==> src/rtl/fb_arbiter.sv <==
// fb_arbiter: shares the single-port 4-bit framebuffer RAM between scanout reads, a pixel
// writer and a fill (clear) engine. Optional macro FB_WRITE_FIFO_EN adds a 4-deep write FIFO.
module fb_arbiter #(
  parameter int ADDR_W       = 16,
  parameter int FB_DEPTH     = 61440,
  parameter int READ_LATENCY = 2
) (
  input  logic              clk,
  input  logic              reset,
  input  logic              video_req,
  input  logic [ADDR_W-1:0] video_addr,
  output logic [3:0]        video_pixel,
  output logic              video_valid,
  input  logic              wr_valid,
  output logic              wr_ready,
  input  logic [ADDR_W-1:0] wr_addr,
  input  logic [3:0]        wr_data,
  input  logic              clear_start,
  input  logic [3:0]        clear_color,
  output logic              busy,
  output logic [ADDR_W-1:0] ram_ad,
  output logic [3:0]        ram_din,
  output logic              ram_wre,
  input  logic [3:0]        ram_dout,
  output logic [1:0]        dbg_state
);

  typedef enum logic [1:0] {
    IDLE  = 2'd0,
    READ  = 2'd1,
    CLEAR = 2'd2
  } state_t;

  localparam int                CNT_W    = $clog2(READ_LATENCY + 2);
  localparam logic [CNT_W-1:0]  RD_START = CNT_W'(READ_LATENCY + 1);
  localparam logic [CNT_W-1:0]  RD_FIRE  = CNT_W'(2);
  localparam logic [CNT_W-1:0]  RD_ONE   = CNT_W'(1);
  localparam logic [ADDR_W-1:0] CLR_LAST = ADDR_W'(FB_DEPTH - 1);
  localparam logic [ADDR_W-1:0] ADDR_ONE = ADDR_W'(1);

  state_t            state;
  logic [CNT_W-1:0]  rd_cnt;
  logic [ADDR_W-1:0] clr_addr;
  logic [3:0]        clr_color;
  logic [3:0]        pix_q;

  logic              free_slot;
  logic              clr_issue;
  logic              clr_last;
  logic              busy_nxt;
  logic              rd_busy_nxt;
  logic              wr_go;
  logic [ADDR_W-1:0] wr_go_addr;
  logic [3:0]        wr_go_data;

  // rd_cnt counts down the READ_LATENCY+1 cycles after a request; the RAM is free only at zero.
  assign free_slot = !video_req && (rd_cnt == '0);
  assign dbg_state = state;

  // Data arrives from the RAM output register in the same cycle video_valid is high.
  assign video_pixel = video_valid ? ram_dout : pix_q;

  // Writer handshake: a write transfers in any cycle where wr_valid && wr_ready are both high;
  // the writer keeps wr_addr/wr_data stable while wr_valid waits for wr_ready.
`ifdef FB_WRITE_FIFO_EN
  logic [ADDR_W-1:0] fifo_addr [4];
  logic [3:0]        fifo_data [4];
  logic [1:0]        fifo_rd;
  logic [1:0]        fifo_wr;
  logic [2:0]        fifo_cnt;
  logic              fifo_push;

  assign wr_ready   = !reset && (fifo_cnt != 3'd4);
  assign fifo_push  = wr_valid && wr_ready;
  assign wr_go      = free_slot && !busy && (fifo_cnt != 3'd0);
  assign wr_go_addr = fifo_addr[fifo_rd];
  assign wr_go_data = fifo_data[fifo_rd];

  always_ff @(posedge clk or posedge reset) begin
    if (reset) begin
      fifo_rd  <= 2'd0;
      fifo_wr  <= 2'd0;
      fifo_cnt <= 3'd0;
    end else begin
      if (fifo_push) fifo_wr <= fifo_wr + 2'd1;
      if (wr_go)     fifo_rd <= fifo_rd + 2'd1;
      case ({fifo_push, wr_go})
        2'b10:   fifo_cnt <= fifo_cnt + 3'd1;
        2'b01:   fifo_cnt <= fifo_cnt - 3'd1;
        default: fifo_cnt <= fifo_cnt;
      endcase
    end
  end

  always_ff @(posedge clk) begin
    if (fifo_push) begin
      fifo_addr[fifo_wr] <= wr_addr;
      fifo_data[fifo_wr] <= wr_data;
    end
  end
`else
  assign wr_ready   = !reset && free_slot && !busy;
  assign wr_go      = wr_valid && wr_ready;
  assign wr_go_addr = wr_addr;
  assign wr_go_data = wr_data;
`endif

  always_comb begin
    clr_issue   = free_slot && busy;
    clr_last    = (clr_addr == CLR_LAST);
    busy_nxt    = busy ? !(clr_issue && clr_last) : clear_start;
    rd_busy_nxt = video_req || (rd_cnt > RD_ONE);
  end

  always_ff @(posedge clk or posedge reset) begin
    if (reset) begin
      state       <= IDLE;
      rd_cnt      <= '0;
      clr_addr    <= '0;
      clr_color   <= 4'd0;
      pix_q       <= 4'd0;
      busy        <= 1'b0;
      video_valid <= 1'b0;
      ram_ad      <= '0;
      ram_din     <= 4'd0;
      ram_wre     <= 1'b0;
    end else begin
      ram_wre     <= 1'b0;
      video_valid <= 1'b0;
      busy        <= busy_nxt;
      state       <= rd_busy_nxt ? READ : (busy_nxt ? CLEAR : IDLE);

      if (video_valid) pix_q <= ram_dout;

      if (video_req) begin
        // A request during an in-flight read restarts the countdown, dropping the older read.
        ram_ad <= video_addr;
        rd_cnt <= RD_START;
      end else if (rd_cnt != '0) begin
        rd_cnt      <= rd_cnt - RD_ONE;
        video_valid <= (rd_cnt == RD_FIRE);
      end else if (busy) begin
        ram_ad  <= clr_addr;
        ram_din <= clr_color;
        ram_wre <= 1'b1;
        if (!clr_last) clr_addr <= clr_addr + ADDR_ONE;
      end else if (wr_go) begin
        ram_ad  <= wr_go_addr;
        ram_din <= wr_go_data;
        ram_wre <= 1'b1;
      end

      if (clear_start && !busy) begin
        clr_addr  <= '0;
        clr_color <= clear_color;
      end
    end
  end

endmodule

==> config.mk <==
export PLATFORM = sky130hd
export DESIGN_NAME = fb_arbiter
export DESIGN_NICKNAME = d
export VERILOG_FILES = /design/src/rtl/fb_arbiter.sv
export SDC_FILE = /design/constraint.sdc
export NUM_CORES = 1
export LEC_CHECK = 0
export BUFFER_PORTS_ARGS = -buffer_cell sky130_fd_sc_hd__buf_2
export CAP_MARGIN = 20
export CORE_UTILIZATION = 52
export CTS_BUF_LIST = sky130_fd_sc_hd__clkbuf_16
export DETAILED_ROUTE_END_ITERATION = 16
export PLACE_DENSITY = 0.81
export SETUP_SLACK_MARGIN = 0.4
export SLEW_MARGIN = 20
export SYNTH_ARGS = -nofsm -noshare
export SYNTH_HDL_FRONTEND = slang
export SYNTH_SLANG_ARGS = --single-unit
==> constraint.sdc <==
create_clock -name clk -period 2.6 [get_ports clk]
set_input_delay 0.26 -clock clk [delete_from_list [all_inputs] [get_ports clk]]
set_output_delay 0.26 -clock clk [all_outputs]
set_load 0.05 [all_outputs]
==> summary.txt <==
Route
  • Post-DR vias/cell: 5.62
  • Drt wl/cell: 15.2 µm
  • ANT nets after route: 0
  • DRC: 0
  • 1st-iter DRT viols: 113
  • DR vias: ~2300
  • Final wirelength: 6200 µm
  • Router iterations before antenna repair: 4

Synthesis
  • Cell Area, Synth: 0.00270 mm²
  • Post-synthesis register bit count: 51
  • Synth Area per Inst: 10.1 µm²
  • Register area share after synthesis: 47.2%
  • Post-Synthesis Net Count: 320
  • Gate Count Post-Synth: 267
  • Unique masters post-synth: 40
  • YS warnings: 0

Timing
  • Tcrit/Tclk final: between 80 and 90%
  • Clock skew: 7.85 ps
  • Slew @ Worst Pin: 666 ps
  • Fmax: approximately 470 MHz
  • RSZ-0062 raised after global routing: no
  • Setup violators final: 0
  • Slew HR: 55.6%
  • Hold Fails Final Rpt: 0
  • Fin Setup TNS: 0 ps
  • Hold WS: 2.92 ps
  • Max Slew Vio Count: 0
  • Tmin final: 2150 ps

Setup path
  • Worst path arrival time: 2310 ps
  • Startpoint Class: flip-flop
  • Critical path's slowest cell: or4_4
  • Max incr delay on CP: 650 ps
  • Worst Setup End Kind: flip-flop
  • CP max FO: 10
  • Cell Chain, Critical Path: ha_1 -> nand3_1 -> or4_4 -> and4_1 -> a211o_1
  • CP required: 2760 ps
  • Crit path kind: reg2reg

Pwr
  • Psw: between 0.0009 and 0.001 W
  • Clock power frac: 24.5%
  • Flop pwr share: 41.3%
  • P per Cell Area: 751 mW/mm²
  • Comb power frac: 34.2%
  • Internal Pwr Total: about 0.0016 W
  • P_leak: 1.74 nW
  • Worst IR drop on VDD: between 0.0004 and 0.0005 V
  • Switching fraction of total power: 37.8%
  • Tot Pwr: around 0.0025 W

Global routing
  • All-Layer GR Usage: 23.8%
  • First-pass GRT wire length: 10000 µm
  • Initial antenna violation count: 0
  • Vias in the first global route: 2251
  • Largest net degree at the start of global routing: 40
  • Global route overflow: 0

Min path
  • Hold crit path type: in2async

Floorplanning
  • Core area: 0.00485 mm²
  • Die H: around 74 µm
  • Die area: 0.00549 mm²
  • Top Ports: 79
  • Die X: 74.1 µm
  • Rows: 25
  • Initial core utilization: 55.7%

Clock network
  • Skew-Pair Late Insertion Delay: 280 ps
  • Clock root buffer: clkbuf_16
  • Post CTS Setup Buffer Count: 0
  • Post_cts resized: 0
  • CTS tree: yes
  • Num CTS Buffers: 5
  • CTS sink count: 51
  • # H-tree levels: 2
  • Longest Clk Path Bufs: 2
  • Hold Buf Count CTS: 0
  • Clock transition at path regs: 70 ps

Placed design
  • Placed cell areas: 0.00316 mm²
  • Final GP Congestion: 0.809
  • Post-detail-place hpwl: roughly 4500 µm
  • Port Buf Inserts: 78

Layout
  • Layout Area Growth over Synthesis: 23.0%
  • Layout cell share with drive strength beyond 1: 35.4%
  • Antenna diodes: 0
  • Final instance area: ~0.0033 mm²
  • Final #Nets: 395

Run status
  • Status: complete, no violations

Run
  • Max_cap viols: 0
area by class of cell:
class	count	area, µm²
clock buffer	5	125
fill	385	1530
clock inverter	2	13.8
timing repair buffer	84	435
tap	67	83.8
inverter	6	22.5
multi-input combinational	194	1370
sequential	51	1280
flip-flops by register name (all words and copies together), names as in the netlist:
name,cells
pix_q,4
clr_addr,16
rd_cnt,2
clr_color,4
video_valid,1
ram_ad,16
dbg_state,2
busy,1
ram_wre,1
ram_din,4
synth_stat cells:
cell / number / area share, %
nand2_1: 48 / 6.7
ha_1: 4 / 1.9
o21bai_1: 1 / 0.28
nor2_1: 6 / 0.83
clkbuf_1: 11 / 1.5
a31o_2: 1 / 0.32
o21ai_0: 22 / 4.1
and2_1: 1 / 0.23
nand4_2: 1 / 0.46
nand2b_1: 5 / 1.2
a221o_1: 3 / 1.1
buf_2: 3 / 0.56
nor4_2: 1 / 0.46
and3_1: 4 / 0.93
xor2_1: 2 / 0.65
a211o_1: 1 / 0.32
a21oi_1: 1 / 0.19
nor4b_1: 1 / 0.32
buf_1: 2 / 0.28
nor3_1: 3 / 0.56
and4_1: 6 / 1.9
nor2b_1: 5 / 1.2
o211ai_1: 2 / 0.56
o21a_1: 1 / 0.28
a41o_1: 1 / 0.37
a31oi_1: 2 / 0.46
nor4_1: 4 / 0.93
nand4b_1: 1 / 0.32
a41oi_1: 1 / 0.32
inv_1: 6 / 0.83
a21oi_2: 1 / 0.32
nand3_1: 6 / 1.1
or2_2: 1 / 0.23
or4_1: 1 / 0.28
o21ai_1: 1 / 0.19
mux2i_1: 27 / 10
o31ai_1: 2 / 0.56
mux2_2: 21 / 8.8
nand4_1: 6 / 1.4
dfrtp_1: 51 / 47
critical path, delay by kind of cell, from the launching register on:
family / cells / cell delay [ps]
simple gates: 3 / 1050
flops: 1 / 420
fa+ha+maj: 1 / 290
compound gates: 1 / 260
metal layers:
metal  up-vias  GRT usage (%)  routed length (µm)
met1      1082           28.5                2580
met2        89           42.8                3140
met5         -              0                   0
met3        19           4.74                 372
met4         0           7.69                 116
li1       1107              -                   -
placed cells by master, fill, tap and decap left out, drive strengths merged, types with 2 or more instances in the layout:
cell type	instances
clkbuf	5
a31oi	2
a221o	3
and3	4
nor3	3
nand3	6
mux2i	27
o21ai	23
nor2b	5
inv	6
nor4	5
buf	84
xor2	2
nand2b	5
mux2	21
dfrtp	51
clkinv	2
nand4	7
nand2	48
nor2	6
and4	6
o211ai	2
ha	4
o31ai	2
a21oi	2
final timing paths:
kind / to / slack, ps / cells past startpoint / from
max: clr_addr[13]$_DFFE_PP0P_ / 450 / 5 / clr_addr[0]$_DFFE_PP0P_
min: dbg_state[1]$_DFF_PP0_ / 3 / 2 / reset
max reg2reg: clr_addr[13]$_DFFE_PP0P_ / 450 / 5 / clr_addr[0]$_DFFE_PP0P_
min reg2reg: clr_color[0]$_DFFE_PP0P_ / 470 / 2 / clr_color[0]$_DFFE_PP0P_
max in group asynchronous: clr_addr[13]$_DFFE_PP0P_ / 1980 / 3 / reset
min in group clk: clr_color[0]$_DFFE_PP0P_ / 170 / 3 / clear_color[0]
logic make-up after synthesis:
kind of cell               synth area share [%]
and+or+nand+nor                            19.0
adders and majority gates                  1.85
AOI/OAI and AO/OA                          9.35
xor gates and xnor gates                  0.648
muxes                                      18.8
buffers and inverters                      3.19
DFF                                        47.2
per-stage QoR:
stage / util, % / instances / setup slack [ps]
6_report: 68.5 / 409 / 450
5_1_grt: 68.5 / 409 / 385
4_1_cts: 68.1 / 409 / 407
3_5_place_dp: 65.2 / 402 / 432
3_3_place_gp: 65.2 / 402 / 505
2_1_floorplan: - / 267 / 483
power by group through the flow:
stage               registers [W]  clock network (W)  logic (W)
floorplan                 0.00128                  0   0.000397
global placement          0.00103                  0   0.000833
detailed placement        0.00104                  0   0.000855
CTS                       0.00103           0.000634   0.000858
global route              0.00105           0.000649   0.000918
finish                    0.00103           0.000611   0.000853
Power figures use the tool's default switching activity.
